--- src/rtl/pc_gen_unit_if.sv ---
// Fetch request/response bundle between the PC generator and the I-cache.
// master: PC generator side (issues requests, presents responses to decode).
// slave:  I-cache side (accepts requests, signals returned fetches).
interface pc_gen_unit_if #(
    parameter int ADDR_W = 32
);
    logic              req_valid;
    logic [ADDR_W-1:0] req_pc;
    logic              req_ready;
    logic              rsp_valid;
    logic [ADDR_W-1:0] rsp_pc;
    logic              rsp_stale;

    modport master (
        output req_valid,
        output req_pc,
        output rsp_pc,
        output rsp_stale,
        input  req_ready,
        input  rsp_valid
    );

    modport slave (
        input  req_valid,
        input  req_pc,
        input  rsp_pc,
        input  rsp_stale,
        output req_ready,
        output rsp_valid
    );
endinterface

--- src/rtl/pc_gen_unit.sv ---
// PcGenUnit: fetch-PC generator with an in-order FIFO of outstanding fetches.
// Every outstanding fetch carries the redirect epoch it was issued under, so
// responses that predate the latest redirect come back flagged stale.
// Optional feature macro: PC_GEN_ALIGN_CHECK_EN aligns redirect targets down to
// an instruction boundary and pulses o_misalign_fault for one cycle.
module pc_gen_unit #(
    parameter int                ADDR_W     = 32,
    parameter logic [ADDR_W-1:0] RESET_PC   = '0,
    parameter int                INST_BYTES = 4,
    parameter int                FIFO_DEPTH = 4,
    parameter int                EPOCH_W    = 2
) (
    input  logic              clk,
    input  logic              rst,
    input  logic              i_stall,
    input  logic              i_redirect_valid,
    input  logic [ADDR_W-1:0] i_redirect_pc,
    pc_gen_unit_if.master     bus,
    output logic              o_underflow_err,
    output logic              o_misalign_fault
);

    localparam int                PTR_W   = $clog2(FIFO_DEPTH);
    localparam int                CNT_W   = PTR_W + 1;
    localparam logic [CNT_W-1:0]  DEPTH_C = CNT_W'(FIFO_DEPTH);
    localparam logic [ADDR_W-1:0] INC_C   = ADDR_W'(INST_BYTES);

    logic [ADDR_W-1:0]  r_pc;
    logic [EPOCH_W-1:0] r_epoch;
    logic [CNT_W-1:0]   r_count;
    logic [PTR_W-1:0]   r_wr_ptr;
    logic [PTR_W-1:0]   r_rd_ptr;
    logic [ADDR_W-1:0]  r_fifo_pc    [FIFO_DEPTH];
    logic [EPOCH_W-1:0] r_fifo_epoch [FIFO_DEPTH];
    logic               r_underflow;

    logic               w_full;
    logic               w_req_valid;
    logic               w_fire;
    logic               w_pop;
    logic [ADDR_W-1:0]  w_redirect_pc;

    // The full check uses the registered count only, so a pop cannot refill in the same cycle.
    assign w_full      = (r_count == DEPTH_C);
    assign w_req_valid = !i_stall && !i_redirect_valid && !w_full;
    assign w_fire      = w_req_valid && bus.req_ready;
    assign w_pop       = bus.rsp_valid && (r_count != '0);

    assign bus.req_valid = w_req_valid;
    assign bus.req_pc    = r_pc;
    assign bus.rsp_pc    = r_fifo_pc[r_rd_ptr];
    assign bus.rsp_stale = (r_fifo_epoch[r_rd_ptr] != r_epoch) || i_redirect_valid;

    assign o_underflow_err = r_underflow;

`ifdef PC_GEN_ALIGN_CHECK_EN
    localparam logic [ADDR_W-1:0] OFFSET_MASK = ADDR_W'(INST_BYTES - 1);

    logic w_misaligned;
    logic r_misalign;

    assign w_redirect_pc = i_redirect_pc & ~OFFSET_MASK;
    assign w_misaligned  = |(i_redirect_pc & OFFSET_MASK);

    // One-cycle fault pulse following a redirect whose target had offset bits set.
    always_ff @(posedge clk) begin
        if (rst) begin
            r_misalign <= 1'b0;
        end else begin
            r_misalign <= i_redirect_valid && w_misaligned;
        end
    end

    assign o_misalign_fault = r_misalign;
`else
    assign w_redirect_pc    = i_redirect_pc;
    assign o_misalign_fault = 1'b0;
`endif

    // Architectural PC and epoch: a redirect wins over a fire, and stall does not block it.
    always_ff @(posedge clk) begin
        if (rst) begin
            r_pc    <= RESET_PC;
            r_epoch <= '0;
        end else if (i_redirect_valid) begin
            r_pc    <= w_redirect_pc;
            r_epoch <= r_epoch + EPOCH_W'(1);
        end else if (w_fire) begin
            r_pc    <= r_pc + INC_C;
        end
    end

    // Record each accepted request with the epoch it was issued under.
    always_ff @(posedge clk) begin
        if (w_fire) begin
            r_fifo_pc[r_wr_ptr]    <= r_pc;
            r_fifo_epoch[r_wr_ptr] <= r_epoch;
        end
    end

    // FIFO pointers wrap naturally because the depth is a power of two.
    always_ff @(posedge clk) begin
        if (rst) begin
            r_wr_ptr <= '0;
            r_rd_ptr <= '0;
            r_count  <= '0;
        end else begin
            if (w_fire) begin
                r_wr_ptr <= r_wr_ptr + PTR_W'(1);
            end
            if (w_pop) begin
                r_rd_ptr <= r_rd_ptr + PTR_W'(1);
            end
            case ({w_fire, w_pop})
                2'b10:   r_count <= r_count + CNT_W'(1);
                2'b01:   r_count <= r_count - CNT_W'(1);
                default: r_count <= r_count;
            endcase
        end
    end

    // Sticky flag for a response arriving with nothing outstanding; only reset clears it.
    always_ff @(posedge clk) begin
        if (rst) begin
            r_underflow <= 1'b0;
        end else if (bus.rsp_valid && (r_count == '0)) begin
            r_underflow <= 1'b1;
        end
    end

endmodule

--- src/flat_wrapper.sv ---
// flat-port wrapper written by rule: the top's interface ports become plain ports
module pc_gen_unit_flat 
#(
    parameter int                ADDR_W     = 32,
    parameter logic [ADDR_W-1:0] RESET_PC   = '0,
    parameter int                INST_BYTES = 4,
    parameter int                FIFO_DEPTH = 4,
    parameter int                EPOCH_W    = 2
)
  (clk, rst, i_stall, i_redirect_valid, i_redirect_pc, o_underflow_err, o_misalign_fault, bus_req_valid, bus_req_pc, bus_rsp_pc, bus_rsp_stale, bus_req_ready, bus_rsp_valid);
  pc_gen_unit_if #(.ADDR_W(ADDR_W)) bus_i ();
  input  logic clk;
  input  logic rst;
  input  logic i_stall;
  input  logic i_redirect_valid;
  input  logic [ADDR_W-1:0] i_redirect_pc;
  output logic o_underflow_err;
  output logic o_misalign_fault;
  output wire logic [$bits(bus_i.req_valid)-1:0] bus_req_valid;
  output wire logic [$bits(bus_i.req_pc)-1:0] bus_req_pc;
  output wire logic [$bits(bus_i.rsp_pc)-1:0] bus_rsp_pc;
  output wire logic [$bits(bus_i.rsp_stale)-1:0] bus_rsp_stale;
  input wire logic [$bits(bus_i.req_ready)-1:0] bus_req_ready;
  input wire logic [$bits(bus_i.rsp_valid)-1:0] bus_rsp_valid;
  assign bus_req_valid = bus_i.req_valid;
  assign bus_req_pc = bus_i.req_pc;
  assign bus_rsp_pc = bus_i.rsp_pc;
  assign bus_rsp_stale = bus_i.rsp_stale;
  assign bus_i.req_ready = bus_req_ready;
  assign bus_i.rsp_valid = bus_rsp_valid;
  pc_gen_unit #(.ADDR_W(ADDR_W), .RESET_PC(RESET_PC), .INST_BYTES(INST_BYTES), .FIFO_DEPTH(FIFO_DEPTH), .EPOCH_W(EPOCH_W)) u_core (.clk(clk), .rst(rst), .i_stall(i_stall), .i_redirect_valid(i_redirect_valid), .i_redirect_pc(i_redirect_pc), .bus(bus_i), .o_underflow_err(o_underflow_err), .o_misalign_fault(o_misalign_fault));
endmodule
--- config.mk ---
export PLATFORM = sky130hd
export DESIGN_NAME = pc_gen_unit_flat
export DESIGN_NICKNAME = d
export VERILOG_FILES = /design/src/rtl/pc_gen_unit_if.sv /design/src/rtl/pc_gen_unit.sv /design/src/flat_wrapper.sv
export SDC_FILE = /design/constraint.sdc
export NUM_CORES = 1
export LEC_CHECK = 0
export ABC_AREA = 1
export CAP_MARGIN = 20
export CORE_UTILIZATION = 45
export CTS_CLUSTER_SIZE = 12
export DETAILED_ROUTE_END_ITERATION = 6
export GPL_TIMING_DRIVEN = 1
export PLACE_DENSITY = 0.65
export SLEW_MARGIN = 20
export SYNTH_ARGS = -nofsm -noshare
export SYNTH_HDL_FRONTEND = slang
export SYNTH_SLANG_ARGS = --single-unit
--- constraint.sdc ---
create_clock -name clk -period 7.02 [get_ports clk]
set_input_delay 1.404 -clock clk [delete_from_list [all_inputs] [get_ports clk]]
set_output_delay 1.404 -clock clk [all_outputs]
set_load 0.05 [all_outputs]
==> tab_implementation.tex <==
\begin{tabular}{lr}
\hline
Metric & Value \\
\hline
\multicolumn{2}{l}{\textbf{Run status}} \\
Run status & completed \\
\multicolumn{2}{l}{\textbf{Timing}} \\
Final worst clock skew & 0.0154 ns \\
Number of slew-limit violations in the final report & 0 \\
Final setup violation count & 0 \\
Unrepaired setup endpoints after global routing & no \\
Period Utilization, post-route & 74.2\% \\
Final Critical Period & 5.21 ns \\
Tightest Pin Transition & 0.957 ns \\
Total negative setup slack & 0 ns \\
Maximum clock frequency & 0.192 GHz \\
Crit path setup slack, layout & 1.81 ns \\
Final Hold Vio Count & 0 \\
Relative slew slack & 36.1\% \\
\multicolumn{2}{l}{\textbf{Hold path}} \\
Hold WC Path Type & flop to flop \\
Cell depth of the worst hold path & 1 \\
Worst min-delay path startpoint & u\_core.o\_underflow\_err\$\_SDFFE\_PP0P\_ \\
Terminating pin of the worst hold path & u\_core.o\_underflow\_err\$\_SDFFE\_PP0P\_ \\
\multicolumn{2}{l}{\textbf{Synthesis}} \\
Area contributors post-synth & sky130\_fd\_sc\_hd\_\_edfxtp\_1 (51\%), sky130\_fd\_sc\_hd\_\_dfxtp\_1 (11\%), sky130\_fd\_sc\_hd\_\_nand2\_1 (6.7\%) \\
Yosys reg bits & 180 \\
Post-synthesis cell count & 800 \\
Register area share after synthesis & 62.6\% \\
Count of different cell masters after synthesis & 39 \\
Synth Cell Area & 7930 sq um \\
Syn avg cell area & 9.91 sq um \\
Count of yosys warnings during synthesis & 0 \\
Largest area contributor in the netlist & sky130\_fd\_sc\_hd\_\_edfxtp\_1 \\
Yosys top cell area share & 51.5\% \\
Synthesized Nets & 845 \\
\multicolumn{2}{l}{\textbf{Global route}} \\
GRT Util Overall & 21.0\% \\
Global-route wire length before repair & 28800 um \\
Initial antenna violation count & 0 \\
Largest net degree at the start of global routing & 70 \\
Vias in the first global route & 5416 \\
Overall overflow remaining after global route & 0 \\
\multicolumn{2}{l}{\textbf{Clocking}} \\
TritonCTS clock tree & yes \\
Number of hold-repair buffers added at the cts stage & 0 \\
Clk sink count & 180 \\
Clock slew at the register clock pins of the worst setup and hold paths & 0.06 ns \\
Max Root-Sink Buffers & 2 \\
Number of clock buffers inserted by TritonCTS & 17 \\
Total setup buffers inserted after CTS & 0 \\
Root buf cell & sky130\_fd\_sc\_hd\_\_clkbuf\_16 \\
Count of H-tree levels built during CTS & 4 \\
Clk\_lat worst skew & 0.43 ns \\
Cells resized by post-CTS repair & 0 \\
\multicolumn{2}{l}{\textbf{Detailed routing}} \\
Amount of wire on met3 after detailed routing & 906 um \\
Total met2 wirelength after detailed routing & 8910 um \\
DRT met1 WL & 8340 um \\
Via density per instance & 5.18 \\
Post-detailed-route DRC marker count & 0 \\
Detailed-route via count & 5867 \\
DRT antenna net count & 0 \\
Detailed Routing Iterations Pass 1 & 5 \\
Post-Route WL & 18300 um \\
Number of design-rule violations left by the first detailed-router iteration & 439 \\
Highest signal layer in the routed design & met4 \\
Routed wirelength normalized by instance count & 16.2 um \\
\multicolumn{2}{l}{\textbf{Cells and area}} \\
Growth of design area from synthesis to finish & 22.9\% \\
Final layout net count & 940 \\
Fraction of layout instances using a drive strength above 1 & 8.48\% \\
Final Non-Filler Cells & 1133 \\
Number of diodes added for antenna fixing & 0 \\
Core Util, Final & 56.6\% \\
Final instance area & 9750 sq um \\
\multicolumn{2}{l}{\textbf{Power}} \\
Worst vdd rail ir drop & 0.178 mV \\
P per Cell Area & 270 nW/um\^{}2 \\
Static Leakage & 0.00349 uW \\
\multicolumn{2}{l}{\textbf{Worst setup path}} \\
Nature of the critical path startpoint & flop \\
Worst EP arrival & 3.81 ns \\
Max FO, Critical Path & 69 \\
Slack of the worst reg-to-reg path & 4.33 ns \\
Category of the worst setup path capture point & output pin \\
Crit path cell chain & buf\_4 > clkinv\_2 > o21ai\_0 > o22ai\_1 > xnor2\_1 > nand2\_1 > clkdlybuf4s50\_1 \\
Peak per-stage delay on the critical path & 0.88 ns \\
Required time of the critical path & 5.62 ns \\
Cell at the slowest stage of the critical path & sky130\_fd\_sc\_hd\_\_clkinv\_2 \\
Crit Reg-Reg Startpoint & u\_core.r\_count[1]\$\_SDFFE\_PP0P\_ \\
Depth of the worst register-to-register path & 5 \\
Setup CP Type & flop to output pin \\
Capturing point of the worst reg2reg path & u\_core.r\_fifo\_pc[2][17]\$\_DFFE\_PP\_ \\
\multicolumn{2}{l}{\textbf{Die}} \\
Number of top-level design ports & 106 \\
X dimension of the die & 135 um \\
Placeable core area & 17200 sq um \\
Area of the die & 18200 sq um \\
Initial Util & 46.0\% \\
Row count & 48 \\
Overall die height & 135 um \\
\multicolumn{2}{l}{\textbf{Placement}} \\
Number of input and output port buffers inserted & 104 \\
Post-Place Cells & 1100 \\
Post-place instance area & 9170 sq um \\
Final weighted congestion in routability-driven placement & 0.807 \\
Estimated wirelength of the detail-placed design & 11500 um \\
Worst setup timing slack at the placement stage & 2.03 ns \\
\multicolumn{2}{l}{\textbf{Run}} \\
Max-capacitance violation count & 0 \\
\hline
\end{tabular}
-- cell families (layout without fill, tap and decap cells) --
logic type	count (synthesis)	count (layout)	synth area share, %
AOI/OAI and AO/OA	156	156	10.7
other	1	1	0.0473
muxes	1	1	0.126
adders and majority gates	7	7	1.20
and+or+nand+nor	345	345	19.3
buffers and inverters	102	210	5.21
xor gates and xnor gates	8	8	0.883
DFF	180	180	62.6
-- power by group --
part	internal, uW	switching, uW
clock network	521	386
logic	159	341
registers	1180	44.6
total	1860	772
-- layout make-up --
cell class                      instances  area, sq um
Fill cell                            1495         7490
Multi-Input combinational cell        518         2570
Clock inverter                         14          134
Tap cell                              225          282
Sequential cell                       180         4970
Timing Repair Buffer                  112         1110
Clock buffer                           18          429
Inverter                               66          253
-- worst max path at each step --
stage,startpoint,endpoint,slack (ns),depth (start not counted)
floorplan,i_redirect_valid,u_core.r_fifo_epoch[0][0]$_DFFE_PP_,3.17,5
detailed placement,i_redirect_valid,bus_rsp_stale,2.03,7
global route,flop,bus_rsp_stale,1.50,7
finish,flop,bus_rsp_stale,1.81,7
CTS,i_redirect_valid,bus_rsp_stale,2.04,7
global placement,i_redirect_valid,bus_rsp_stale,2.06,7
-- synth_stat cells --
cell / instances
sky130_fd_sc_hd__nand2_1: 142
sky130_fd_sc_hd__edfxtp_1: 136
sky130_fd_sc_hd__nor2_1: 110
sky130_fd_sc_hd__o21ai_0: 80
sky130_fd_sc_hd__nand3_1: 60
sky130_fd_sc_hd__inv_1: 54
sky130_fd_sc_hd__dfxtp_1: 44
sky130_fd_sc_hd__o22ai_1: 33
sky130_fd_sc_hd__a21oi_1: 31
sky130_fd_sc_hd__clkbuf_1: 23
sky130_fd_sc_hd__buf_2: 9
sky130_fd_sc_hd__nor2_4: 9
sky130_fd_sc_hd__inv_2: 7
sky130_fd_sc_hd__ha_1: 6
sky130_fd_sc_hd__nand2_2: 6
sky130_fd_sc_hd__xor2_1: 6
sky130_fd_sc_hd__a31oi_1: 5
sky130_fd_sc_hd__nor2_2: 5
sky130_fd_sc_hd__buf_4: 4
sky130_fd_sc_hd__o21bai_1: 4
sky130_fd_sc_hd__and2_1: 3
sky130_fd_sc_hd__clkinv_1: 3
sky130_fd_sc_hd__nand2_4: 2
sky130_fd_sc_hd__nand3b_1: 2
sky130_fd_sc_hd__xnor2_1: 2
sky130_fd_sc_hd__a21oi_2: 1
sky130_fd_sc_hd__a22oi_1: 1
sky130_fd_sc_hd__clkinv_2: 1
sky130_fd_sc_hd__conb_1: 1
sky130_fd_sc_hd__fa_1: 1
sky130_fd_sc_hd__inv_4: 1
sky130_fd_sc_hd__mux2i_1: 1
sky130_fd_sc_hd__nand3_2: 1
sky130_fd_sc_hd__nand4_4: 1
sky130_fd_sc_hd__nor3_1: 1
sky130_fd_sc_hd__nor4_1: 1
sky130_fd_sc_hd__o21a_1: 1
sky130_fd_sc_hd__or2_1: 1
sky130_fd_sc_hd__or2_2: 1
-- worst max-delay path: cells and delay by family (launching register included) --
family | cells | cell delay (ns)
xor+xnor | 1 | 0.14
simple gates | 1 | 0.11
compound gates | 2 | 0.56
buf+inv | 3 | 2.22
flops | 1 | 0.31
-- state kept, by name, summed over array words and instances, names as in the netlist, named ones only --
| name | flops |
|---|---|
| u_core.bus.req_pc | 32 |
| u_core.o_underflow_err | 1 |
| u_core.r_count | 3 |
| u_core.r_epoch | 2 |
| u_core.r_fifo_epoch | 8 |
| u_core.r_fifo_pc | 128 |
| u_core.r_rd_ptr | 2 |
| u_core.r_wr_ptr | 2 |
-- layout by cell type, fill, tap and decap left out, types with 4 or more instances in the layout --
cell | netlist | final
sky130_fd_sc_hd__nor2_1 | 110 | 106
sky130_fd_sc_hd__nand2_1 | 142 | 142
sky130_fd_sc_hd__edfxtp_1 | 136 | 136
sky130_fd_sc_hd__o22ai_1 | 33 | 33
sky130_fd_sc_hd__ha_1 | 6 | 6
sky130_fd_sc_hd__o21bai_1 | 4 | 4
sky130_fd_sc_hd__o21ai_0 | 80 | 80
sky130_fd_sc_hd__dfxtp_1 | 44 | 43
sky130_fd_sc_hd__xor2_1 | 6 | 6
sky130_fd_sc_hd__nor2_2 | 5 | 7
sky130_fd_sc_hd__a21oi_1 | 31 | 31
sky130_fd_sc_hd__clkinv_2 | 1 | 7
sky130_fd_sc_hd__nand2_2 | 6 | 6
sky130_fd_sc_hd__a31oi_1 | 5 | 5
sky130_fd_sc_hd__clkinv_1 | 3 | 5
sky130_fd_sc_hd__inv_1 | 54 | 54
sky130_fd_sc_hd__inv_2 | 7 | 6
sky130_fd_sc_hd__clkdlybuf4s50_1 | 0 | 104
sky130_fd_sc_hd__nand3_1 | 60 | 60
sky130_fd_sc_hd__nor2_4 | 9 | 11
sky130_fd_sc_hd__buf_4 | 4 | 7
sky130_fd_sc_hd__clkbuf_16 | 0 | 17
-- metrics by stage --
| step | power, uW | hold WS [ns] |
|---|---|---|
| 5_1_grt | 2720 | 0.491 |
| 2_1_floorplan | 1570 | 0.436 |
| 6_report | 2630 | 0.464 |
| 3_3_place_gp | 1740 | 0.448 |
| 4_1_cts | 2650 | 0.470 |
| 3_5_place_dp | 1750 | 0.455 |
-- metal layers --
layer,up-vias,track usage (%)
met5,-,0
met4,0,5.37
met3,17,4.05
met2,161,34.7
met1,2763,28.4
li1,2926,-
No activity file was read; power rests on OpenSTA's default activity.
